## config.mk

```make
export PLATFORM = sky130hd
export DESIGN_NAME = vga_scan_ctrl_flat
export DESIGN_NICKNAME = d
export VERILOG_FILES = /design/src/rtl/vga_scan_ctrl_if.sv /design/src/rtl/vga_scan_ctrl.sv /design/src/flat_wrapper.sv
export SDC_FILE = /design/constraint.sdc
export NUM_CORES = 1
export LEC_CHECK = 0
export CORE_ASPECT_RATIO = 1.4
export CORE_UTILIZATION = 54
export DETAILED_ROUTE_END_ITERATION = 12
export GPL_TIMING_DRIVEN = 0
export PLACE_DENSITY = 0.79
export SETUP_SLACK_MARGIN = 0.05
export SLEW_MARGIN = 20
export SYNTH_ARGS = -nofsm -noshare
export SYNTH_HDL_FRONTEND = slang
export SYNTH_SLANG_ARGS = --single-unit
```

## constraint.sdc

```tcl
create_clock -name iVGA_CLK -period 2.8 [get_ports iVGA_CLK]
set_input_delay 0.42 -clock iVGA_CLK [delete_from_list [all_inputs] [get_ports iVGA_CLK]]
set_output_delay 0.42 -clock iVGA_CLK [all_outputs]
set_load 0.005 [all_outputs]
```

## src/rtl/vga_scan_ctrl_if.sv

```systemverilog
// Scan-side signal bundle for vga_scan_ctrl: scan enable in, framebuffer
// address / position / pulses and delayed sync/blank out.
interface vga_scan_ctrl_if #(
  parameter int ADDR_W = 19
);
  logic              iEN;
  logic [ADDR_W-1:0] oADDR;
  logic              oADDR_VALID;
  logic [10:0]       oX;
  logic [10:0]       oY;
  logic              oFRAME_START;
  logic              oLINE_START;
  logic              oHS;
  logic              oVS;
  logic              oBLANK_n;

  // Scan controller side
  modport master (
    input  iEN,
    output oADDR, oADDR_VALID, oX, oY, oFRAME_START, oLINE_START,
    output oHS, oVS, oBLANK_n
  );

  // Consumer side (memory / video output path)
  modport slave (
    output iEN,
    input  oADDR, oADDR_VALID, oX, oY, oFRAME_START, oLINE_START,
    input  oHS, oVS, oBLANK_n
  );
endinterface

```

## src/rtl/vga_scan_ctrl.sv

```systemverilog
// VGA raster scan controller: walks h/v counters through active, porch and
// sync regions, produces an incrementally generated framebuffer address with
// optional pixel/line replication, and delays sync/blank by PIPE clocks so
// they line up with the data returned by the downstream memories.
module vga_scan_ctrl #(
  parameter int H_ACTIVE    = 640,
  parameter int H_FP        = 16,
  parameter int H_SYNC      = 96,
  parameter int H_BP        = 48,
  parameter int V_ACTIVE    = 480,
  parameter int V_FP        = 10,
  parameter int V_SYNC      = 2,
  parameter int V_BP        = 33,
  parameter bit SYNC_POL    = 1'b0,
  parameter int SCALE_SHIFT = 0,
  parameter int PIPE        = 2,
  parameter int ADDR_W      = 19
) (
  input  logic             iVGA_CLK,
  input  logic             iRST,
  vga_scan_ctrl_if.master  bus
);

  localparam int H_TOTAL    = H_ACTIVE + H_FP + H_SYNC + H_BP;
  localparam int V_TOTAL    = V_ACTIVE + V_FP + V_SYNC + V_BP;
  localparam int H_CW       = $clog2(H_TOTAL);
  localparam int V_CW       = $clog2(V_TOTAL);
  localparam int HS_BEG     = H_ACTIVE + H_FP;
  localparam int HS_END     = HS_BEG + H_SYNC;
  localparam int VS_BEG     = V_ACTIVE + V_FP;
  localparam int VS_END     = VS_BEG + V_SYNC;
  localparam int ROW_STEP   = H_ACTIVE >> SCALE_SHIFT;
  localparam int SCALE_MASK = (1 << SCALE_SHIFT) - 1;
  // Delay-line word is {blank_n, hs, vs}; idle value is blanked, sync negated.
  localparam logic [2:0] RST_TAP = {1'b0, ~SYNC_POL, ~SYNC_POL};

  // Reject configurations the address generator cannot represent.
  if ((H_ACTIVE % (1 << SCALE_SHIFT)) != 0) begin : g_bad_h
    $error("vga_scan_ctrl: H_ACTIVE not divisible by 2**SCALE_SHIFT");
  end
  if ((V_ACTIVE % (1 << SCALE_SHIFT)) != 0) begin : g_bad_v
    $error("vga_scan_ctrl: V_ACTIVE not divisible by 2**SCALE_SHIFT");
  end
  if (SCALE_SHIFT < 0 || SCALE_SHIFT > 2) begin : g_bad_scale
    $error("vga_scan_ctrl: SCALE_SHIFT must be 0..2");
  end
  if (PIPE < 0 || PIPE > 7) begin : g_bad_pipe
    $error("vga_scan_ctrl: PIPE must be 0..7");
  end

  logic [H_CW-1:0]   h_q, h_d;
  logic [V_CW-1:0]   v_q, v_d;
  logic [ADDR_W-1:0] row_base_q, row_base_d;
  logic [ADDR_W-1:0] addr_q, addr_d;
  logic              valid_q, valid_d;
  logic [10:0]       x_q, x_d;
  logic [10:0]       y_q, y_d;
  logic              fs_q, fs_d;
  logic              ls_q, ls_d;
  logic              hs0_q, hs0_d;
  logic              vs0_q, vs0_d;

  logic              vis;
  logic              h_last;
  logic              v_last;
  logic              v_row_end;
  logic              hs_on;
  logic              vs_on;
  logic [2:0]        stage0;
  logic [2:0]        tap;

  // Decode the current raster position.
  always_comb begin
    vis       = (int'(h_q) < H_ACTIVE) && (int'(v_q) < V_ACTIVE);
    h_last    = (int'(h_q) == H_TOTAL - 1);
    v_last    = (int'(v_q) == V_TOTAL - 1);
    v_row_end = ((int'(v_q) & SCALE_MASK) == SCALE_MASK);
    hs_on     = (int'(h_q) >= HS_BEG) && (int'(h_q) < HS_END);
    vs_on     = (int'(v_q) >= VS_BEG) && (int'(v_q) < VS_END);
  end

  // Advance h/v and the base address of the current replicated row.
  always_comb begin
    h_d        = h_q;
    v_d        = v_q;
    row_base_d = row_base_q;
    if (!bus.iEN) begin
      h_d        = '0;
      v_d        = '0;
      row_base_d = '0;
    end else if (h_last) begin
      h_d = '0;
      if (v_last) begin
        v_d        = '0;
        row_base_d = '0;
      end else begin
        v_d = v_q + V_CW'(1);
        // Only move to the next framebuffer row after 2^s source lines.
        if (v_row_end) begin
          row_base_d = row_base_q + ADDR_W'(ROW_STEP);
        end
      end
    end else begin
      h_d = h_q + H_CW'(1);
    end
  end

  // Registered address/position/pulse outputs describing the current position.
  always_comb begin
    addr_d  = addr_q;
    valid_d = 1'b0;
    x_d     = '0;
    y_d     = '0;
    fs_d    = 1'b0;
    ls_d    = 1'b0;
    hs0_d   = ~SYNC_POL;
    vs0_d   = ~SYNC_POL;
    if (!bus.iEN) begin
      addr_d = '0;
    end else begin
      if (vis) begin
        addr_d  = row_base_q + ADDR_W'(h_q >> SCALE_SHIFT);
        valid_d = 1'b1;
        x_d     = 11'(h_q);
        y_d     = 11'(v_q);
        ls_d    = (h_q == '0);
        fs_d    = (h_q == '0) && (v_q == '0);
      end
      hs0_d = hs_on ? SYNC_POL : ~SYNC_POL;
      vs0_d = vs_on ? SYNC_POL : ~SYNC_POL;
    end
  end

  // State and output registers.
  always_ff @(posedge iVGA_CLK or posedge iRST) begin
    if (iRST) begin
      h_q        <= '0;
      v_q        <= '0;
      row_base_q <= '0;
      addr_q     <= '0;
      valid_q    <= 1'b0;
      x_q        <= '0;
      y_q        <= '0;
      fs_q       <= 1'b0;
      ls_q       <= 1'b0;
      hs0_q      <= ~SYNC_POL;
      vs0_q      <= ~SYNC_POL;
    end else begin
      h_q        <= h_d;
      v_q        <= v_d;
      row_base_q <= row_base_d;
      addr_q     <= addr_d;
      valid_q    <= valid_d;
      x_q        <= x_d;
      y_q        <= y_d;
      fs_q       <= fs_d;
      ls_q       <= ls_d;
      hs0_q      <= hs0_d;
      vs0_q      <= vs0_d;
    end
  end

  assign stage0 = {valid_q, hs0_q, vs0_q};

  if (PIPE == 0) begin : g_nopipe
    assign tap = stage0;
  end else begin : g_pipe
    for (genvar gi = 0; gi < PIPE; gi++) begin : g_tap
      logic [2:0] tap_q, tap_d, tap_in;
      if (gi == 0) begin : g_src
        assign tap_in = stage0;
      end else begin : g_src
        assign tap_in = g_tap[gi-1].tap_q;
      end

      // Shift one stage; disabling the scan flushes the line to idle.
      always_comb begin
        tap_d = bus.iEN ? tap_in : RST_TAP;
      end

      // Delay-line register.
      always_ff @(posedge iVGA_CLK or posedge iRST) begin
        if (iRST) begin
          tap_q <= RST_TAP;
        end else begin
          tap_q <= tap_d;
        end
      end
    end
    assign tap = g_tap[PIPE-1].tap_q;
  end

  assign bus.oADDR        = addr_q;
  assign bus.oADDR_VALID  = valid_q;
  assign bus.oX           = x_q;
  assign bus.oY           = y_q;
  assign bus.oFRAME_START = fs_q;
  assign bus.oLINE_START  = ls_q;
  assign bus.oBLANK_n     = tap[2];
  assign bus.oHS          = tap[1];
  assign bus.oVS          = tap[0];

endmodule
```

## src/flat_wrapper.sv

```systemverilog
// flat-port wrapper written by rule: the top's interface ports become plain ports
module vga_scan_ctrl_flat 
#(
  parameter int H_ACTIVE    = 640,
  parameter int H_FP        = 16,
  parameter int H_SYNC      = 96,
  parameter int H_BP        = 48,
  parameter int V_ACTIVE    = 480,
  parameter int V_FP        = 10,
  parameter int V_SYNC      = 2,
  parameter int V_BP        = 33,
  parameter bit SYNC_POL    = 1'b0,
  parameter int SCALE_SHIFT = 0,
  parameter int PIPE        = 2,
  parameter int ADDR_W      = 19
)
  (iVGA_CLK, iRST, bus_iEN, bus_oADDR, bus_oADDR_VALID, bus_oX, bus_oY, bus_oFRAME_START, bus_oLINE_START, bus_oHS, bus_oVS, bus_oBLANK_n);
  vga_scan_ctrl_if #(.ADDR_W(ADDR_W)) bus_i ();
  input  logic iVGA_CLK;
  input  logic iRST;
  input wire logic [$bits(bus_i.iEN)-1:0] bus_iEN;
  output wire logic [$bits(bus_i.oADDR)-1:0] bus_oADDR;
  output wire logic [$bits(bus_i.oADDR_VALID)-1:0] bus_oADDR_VALID;
  output wire logic [$bits(bus_i.oX)-1:0] bus_oX;
  output wire logic [$bits(bus_i.oY)-1:0] bus_oY;
  output wire logic [$bits(bus_i.oFRAME_START)-1:0] bus_oFRAME_START;
  output wire logic [$bits(bus_i.oLINE_START)-1:0] bus_oLINE_START;
  output wire logic [$bits(bus_i.oHS)-1:0] bus_oHS;
  output wire logic [$bits(bus_i.oVS)-1:0] bus_oVS;
  output wire logic [$bits(bus_i.oBLANK_n)-1:0] bus_oBLANK_n;
  assign bus_i.iEN = bus_iEN;
  assign bus_oADDR = bus_i.oADDR;
  assign bus_oADDR_VALID = bus_i.oADDR_VALID;
  assign bus_oX = bus_i.oX;
  assign bus_oY = bus_i.oY;
  assign bus_oFRAME_START = bus_i.oFRAME_START;
  assign bus_oLINE_START = bus_i.oLINE_START;
  assign bus_oHS = bus_i.oHS;
  assign bus_oVS = bus_i.oVS;
  assign bus_oBLANK_n = bus_i.oBLANK_n;
  vga_scan_ctrl #(.H_ACTIVE(H_ACTIVE), .H_FP(H_FP), .H_SYNC(H_SYNC), .H_BP(H_BP), .V_ACTIVE(V_ACTIVE), .V_FP(V_FP), .V_SYNC(V_SYNC), .V_BP(V_BP), .SYNC_POL(SYNC_POL), .SCALE_SHIFT(SCALE_SHIFT), .PIPE(PIPE), .ADDR_W(ADDR_W)) u_core (.iVGA_CLK(iVGA_CLK), .iRST(iRST), .bus(bus_i));
endmodule
```

==> results of run 1 <==
==> metrics by stage <==
stage	setup slack, ps	power [mW]	setup TNS, ps	hold slack [ps]
4_1_cts	432	2.10	0	431
3_5_place_dp	76.4	1.37	0	447
5_1_grt	229	2.17	0	447
6_report	381	2.09	0	424
2_1_floorplan	281	1.31	0	434
3_3_place_gp	-812	1.36	-61810	437
==> area by class of cell <==
type | instances | area share (%)
sequential | 82 | 46.5
inverter | 7 | 0.650
timing repair buffer | 48 | 11.3
clock buffer | 12 | 3.05
tap | 74 | 2.09
multi-input combinational | 224 | 33.6
buffer | 19 | 2.09
clock inverter | 4 | 0.679
==> kinds of logic after synthesis <==
| group | after synthesis | share of synthesized area [%] |
|---|---|---|
| simple gates | 131 | 19.4 |
| flops | 82 | 56.4 |
| compound gates | 44 | 9.07 |
| xor+xnor | 35 | 8.39 |
| buf+inv | 26 | 3.25 |
| fa+ha+maj | 9 | 3.08 |
| other cells | 1 | 0.103 |
| mux | 1 | 0.308 |
==> cells in the final DEF (no fill, tap or decap), drive strengths merged, types with 2 or more instances in the layout <==
cell | Yosys | routed
a21o | 5 | 5
a21oi | 5 | 5
a22o | 16 | 16
a31oi | 2 | 2
and2 | 19 | 19
and3 | 6 | 6
and4 | 2 | 2
buf | 9 | 10
clkbuf | 10 | 22
clkdlybuf4s50 | 0 | 47
clkinvlp | 0 | 4
conb | 1 | 4
dfrtp | 76 | 76
dfstp | 6 | 6
ha | 9 | 9
inv | 7 | 7
nand2 | 15 | 15
nand2b | 5 | 5
nand3 | 11 | 11
nand4 | 13 | 13
nor2 | 30 | 30
nor3 | 10 | 10
nor3b | 2 | 2
nor4 | 7 | 7
nor4b | 2 | 2
o21ai | 10 | 10
o21bai | 2 | 2
or2 | 2 | 2
or3 | 5 | 5
xnor2 | 17 | 17
xor2 | 18 | 18
==> Yosys cell counts (all sizes together) (7+ instances only) <==
cell type and instances:
dfrtp 76, nor2 30, and2 19, xor2 18, xnor2 17, a22o 16
nand2 15, nand4 13, nand3 11, clkbuf 10, nor3 10, o21ai 10
buf 9, ha 9, inv 7, nor4 7
==> metal layers <==
layer	GRT usage, %	vias up	wire, um
li1	-	1258	-
met1	26.7	1306	2990
met2	39.6	59	3970
met3	4.26	17	220
met4	12.7	0	221
met5	0	-	0
==> worst register-to-register path, cell delays in order, from the launching register on <==
cell,delay [ps]
dfrtp_1,470
ha_1,240
and4_1,320
a31oi_1,280
clkbuf_1,310
nor4_1,510
nand2_1,120
o31ai_1,80
==> power breakdown <==
part	internal, mW	switching, mW
Sequential	1.20	0.0118
Combinational	0.0530	0.0773
Clock	0.323	0.419
Total	1.58	0.509
==> worst paths after layout <==
kind / cells after the start / startpoint / to
min in group iVGA_CLK: 1 / u_core.g_pipe.g_tap[0].tap_q[2]$_DFF_PP0_ / u_core.g_pipe.g_tap[1].tap_q[2]$_DFF_PP0_
max in group asynchronous: 3 / iRST / u_core.bus.oADDR[12]$_DFFE_PP0P_
setup / recovery: 7 / u_core.h_q[1]$_DFF_PP0_ / u_core.v_q[9]$_DFFE_PP0P_
hold / removal: 2 / iRST / u_core.bus.oX[8]$_DFF_PP0_
setup reg to reg: 7 / u_core.h_q[1]$_DFF_PP0_ / u_core.v_q[9]$_DFFE_PP0P_
hold reg to reg: 1 / u_core.g_pipe.g_tap[0].tap_q[2]$_DFF_PP0_ / u_core.g_pipe.g_tap[1].tap_q[2]$_DFF_PP0_
==> flip-flops by register name, indices dropped and copies added, names as in the netlist <==
name                       count
u_core.bus.oADDR              19
u_core.row_base_q             12
u_core.bus.oX                 10
u_core.bus.oY                 10
u_core.h_q                    10
u_core.v_q                    10
u_core.g_pipe.g_tap.tap_q      6
u_core.bus.oADDR_VALID         1
u_core.bus.oFRAME_START        1
u_core.bus.oLINE_START         1
u_core.hs0_q                   1
u_core.vs0_q                   1
==> out/metrics.cfg, run 1 <==
[setup_path]
cp.required_ps=3070
cp_cell_sequence=ha_1 -> and4_1 -> a31oi_1 -> clkbuf_1 -> nor4_1 -> nand2_1 -> o31ai_1
worstSetupPathType=reg -> reg
cp_slowest_cell=nor4_1
cp.arrival_ps=2680
crit_path_end_kind=flop
cp-start-kind=flop
critPathMaxStageDelay_ps=510
cp_top_family=simple AND/OR/NAND/NOR gates
path_buf_inv=1
cp_max_fo=10
rrSetupSlack_ps=380

[clock_tree]
clkTransAtPathRegs_ps=80
cts_resized=0
cts-root-buf=clkbuf_8
cts_tree=built
clk_latency_ps=350
cts_max_path_buffers=2
cts.sinks=82
post_cts_buffers=0
numCtsBuffers=9
cts_max_level=3
hold_buffers=0

[final_layout]
finish.utilization_pct=67.4
layout-drive-gt1-share_pct=10.1
multi_input_area_um2=1490
n_fill_cell=513
area_growth_pct=21.1
seq_area_um2=2060
diodes=0
finalInstanceArea_um2=4420
nets=403
final_cells=470

[floorplanning]
die-area_um2=7110
die_y_um=99.3
core-area_um2=6570
ios=50
start_util_pct=55.6
rows=35
die_w_um=71.5

[synthesis]
yosysWarnings=0
yosys.area.top_type=dfrtp_1
syn_inst=329
yosysSeqAreaShare_pct=56.4
synth_top_area_share_pct=52.0
synth-seq-cells=82
synthTopCellsByArea=dfrtp_1 52%, dfstp_2 4.3%, xor2_1 4.3%
synth_area_um2=3650
yosys_most_used_dff=dfrtp_1
synth.avg_cell_area_um2=11.1
synth-edff-count=0
synthArstFlopShare_pct=100
yosysUniqueCellTypes=45

[grt]
grt_pass1_vias=2745
grt_pass1_wl_um=12500
grt_overflow=0
grt_max_degree=51
grt_usage_pct=22.9
grt_antenna_before_repair=0

[sta]
skew_ps=6.64
fin_crit_sh_pct=86.4
max_slew_margin_pct=53.2
drv_slew=0
tightest_slew_ps=696
finalHoldViolCount=0
setup_viol=0
layout_min_cycle_time_ps=2420
grt_setup_unrepaired=no
fmax_mhz=413

[route]
routed_wl_um=7400
ant_nets=0
via_count=2640
routedWlPerCell_um=15.8
via_per_inst=5.62
dr.first_iter.drc_count=143
drc_errors=0
first_pass_iters=4

[placement]
portBuffers=47
placed_cells=454
placed_cell_area_um2=4260
gp_congestion=0.869
dp_hpwl_um=5240

[power_and_ir_drop]
power.leakage_nw=2.03
peakVddDrop_v=0.000277
powerDensity_nw_per_um2=471

[run_status]
outcome=completed

[flow_run]
cap_violations=0

[min_path]
hold_class=in -> async

Power figures use the tool's default switching activity.
==> run 2, diff against run 1 <==
--- a/config.mk
+++ b/config.mk
@@ -6,10 +6,11 @@
 export NUM_CORES = 1
 export LEC_CHECK = 0
 export CORE_ASPECT_RATIO = 1.4
-export CORE_UTILIZATION = 54
+export CORE_UTILIZATION = 57
+export CTS_BUF_LIST = sky130_fd_sc_hd__clkbuf_8
 export DETAILED_ROUTE_END_ITERATION = 12
 export GPL_TIMING_DRIVEN = 0
-export PLACE_DENSITY = 0.79
+export PLACE_DENSITY = 0.83
 export SETUP_SLACK_MARGIN = 0.05
 export SLEW_MARGIN = 20
 export SYNTH_ARGS = -nofsm -noshare
==> run 2 against run 1 <==
Compared with the run above:
- die area down 5.1%
- sequential share of layout area down 0.38 points
- register-to-register slack better by 40 ps
- highest routed layer unchanged
- critical endpoint is now u_core.v_q[5]$_DFFE_PP0P_
==> out/metrics.cfg, run 2 (synthesis results as in run 1) <==
[clock_tree]
cts.sinks=82  ; unchanged
cts_max_level=3  ; unchanged
cts-root-buf=clkbuf_8
cts_resized=0  ; unchanged
numCtsBuffers=9  ; unchanged
clk_latency_ps=360  ; about the same
cts_tree=built
hold_buffers=0  ; unchanged
clkTransAtPathRegs_ps=80  ; about the same
post_cts_buffers=0  ; unchanged
cts_max_path_buffers=2  ; unchanged

[sta]
fin_crit_sh_pct=84.9  ; -1.5 points
tns_ps=0  ; unchanged
setup_viol=0  ; unchanged
tightest_slew_ps=654  ; -42.5 ps
hold_ws_ps=406  ; -18.4 ps
layout_min_cycle_time_ps=2380  ; -41.9 ps
max_slew_margin_pct=56.2  ; +3.0 points
skew_ps=8.64  ; +2.00 ps
drv_slew=0  ; unchanged
finalHoldViolCount=0  ; unchanged
fmax_mhz=421  ; +1.8%
grt_setup_unrepaired=no

[placement]
gp_congestion=0.847  ; -2.5%
dp_hpwl_um=5080  ; -3.0%
portBuffers=47  ; unchanged

[floorplanning]
core-area_um2=6210  ; -5.4%
die_w_um=69.7  ; -2.6%
die_y_um=96.7  ; -2.6%
ios=50  ; unchanged
start_util_pct=58.8  ; +3.2 points
rows=34  ; -2.9%
die-area_um2=6740  ; -5.1%

[final_layout]
area_growth_pct=22.0
layout_commonest_cell=dfrtp_1
final_cell_mix=76 x dfrtp_1, 47 x clkdlybuf4s50_1, 29 x nor2_1
largest_register_ffs=19  ; unchanged
diodes=0  ; unchanged
nets=403  ; unchanged
multi_input_area_um2=1490  ; unchanged
layout-drive-gt1-share_pct=10.6  ; +0.51 points
seq_area_um2=2060  ; unchanged
n_fill_cell=461  ; -10%

[setup_path]
cp_cell_sequence=ha_1 -> and4_1 -> a31oi_1 -> clkbuf_1 -> nor3_1 -> xnor2_1 -> nor2_1
worstSetupPathType=reg -> reg
rr_endpoint=u_core.v_q[5]$_DFFE_PP0P_
endpoint=u_core.v_q[5]$_DFFE_PP0P_
reg2reg_depth=7  ; unchanged
cp-start-kind=flop
crit_path_end_kind=flop
cp.arrival_ps=2610  ; -70 ps
rrSetupSlack_ps=420  ; +40 ps
cp_max_fo=10  ; unchanged
cp.required_ps=3040  ; -30 ps
cp_slowest_cell=a31oi_1
r2r_start=u_core.h_q[1]$_DFF_PP0_
startpoint=u_core.h_q[1]$_DFF_PP0_
critPathMaxStageDelay_ps=500  ; about the same

[flow_run]
cap_violations=0  ; unchanged

[route]
dr.first_iter.drc_count=236  ; +65%
routedWlPerCell_um=15.8  ; about the same
ant_nets=0  ; unchanged
via_per_inst=5.71  ; +1.6%
routed_wl_um=7380  ; -0.35%
first_pass_iters=4  ; unchanged
drc_errors=0  ; unchanged
via_count=2671  ; +1.2%

[grt]
grt_overflow=0  ; unchanged
grt_max_degree=54  ; +5.9%
grt_pass1_vias=2681  ; -2.3%
grt_pass1_wl_um=12800  ; +2.2%
grt_usage_pct=24.3  ; +1.3 points
grt_antenna_before_repair=0  ; unchanged

[power_and_ir_drop]
power_mw=2.21  ; +6.1%
power.leakage_nw=2.06  ; +1.6%
powerDensity_nw_per_um2=496  ; +5.2%
peakVddDrop_v=0.000330  ; +19%

[run_status]
outcome=completed

[min_path]
hold_class=in -> async

[run 2: area by class of cell]
| class | instances | area share [%] |
|---|---|---|
| multi-input cells | 224 | 33.4 |
| well taps | 72 | 2.02 |
| flip-flops and latches | 82 | 46.2 |
| repair buffers | 48 | 11.2 |
| inverters | 7 | 0.645 |
| clock inverters | 6 | 1.49 |
| clock buffers | 10 | 3.09 |
| plain buffers | 19 | 2.08 |
[run 2: worst max-delay path: cells and delay by family, from the launching register on]
kind                       cells  cell delay, ps
adders and majority gates      1             260
and+or+nand+nor                3             450
DFF                            1             460
AOI/OAI and AO/OA              1             500
buffers and inverters          1             420
xor gates and xnor gates       1             160
[run 2: worst min-delay path by stage]
stage	from	endpoint	cells after the start
3_3_place_gp	u_core.g_pipe.g_tap[0].tap_q[2]$_DFF_PP0_	u_core.g_pipe.g_tap[1].tap_q[2]$_DFF_PP0_	1
2_1_floorplan	u_core.g_pipe.g_tap[0].tap_q[2]$_DFF_PP0_	u_core.g_pipe.g_tap[1].tap_q[2]$_DFF_PP0_	1
6_report	iRST	u_core.g_pipe.g_tap[1].tap_q[2]$_DFF_PP0_	2
5_1_grt	iRST	u_core.bus.oY[9]$_DFF_PP0_	2
3_5_place_dp	u_core.g_pipe.g_tap[0].tap_q[2]$_DFF_PP0_	u_core.g_pipe.g_tap[1].tap_q[2]$_DFF_PP0_	1
4_1_cts	iRST	u_core.bus.oY[9]$_DFF_PP0_	2
[run 2: report_power, final]
part	total [mW]	leakage [nW]	internal, mW	switching, mW
Combinational	0.131	0.847	0.0530	0.0777
Clock	0.869	0.100	0.437	0.432
Sequential	1.21	1.11	1.20	0.0115
Total	2.21	2.06	1.69	0.521
[run 2: per-layer routing]
metal	part of all wire (%)	vias up	wire (um)	GRT usage, %
li1	-	1254	-	-
met1	40	1316	2970	30.8
met2	53	83	3920	40.4
met3	4.7	18	345	4.90
met4	2.0	0	151	10.5
met5	0	-	0	0
[run 2: per-stage QoR]
step | worst slack, ps | instances | instance area [um^2] | util (%)
2_1_floorplan | 281 | 332 | 3670 | -
3_5_place_dp | 68.9 | 452 | 4260 | 68.5
3_3_place_gp | -814 | 451 | 4230 | 68.1
5_1_grt | 259 | 468 | 4460 | 71.8
4_1_cts | 418 | 468 | 4460 | 71.8
6_report | 423 | 468 | 4460 | 71.8
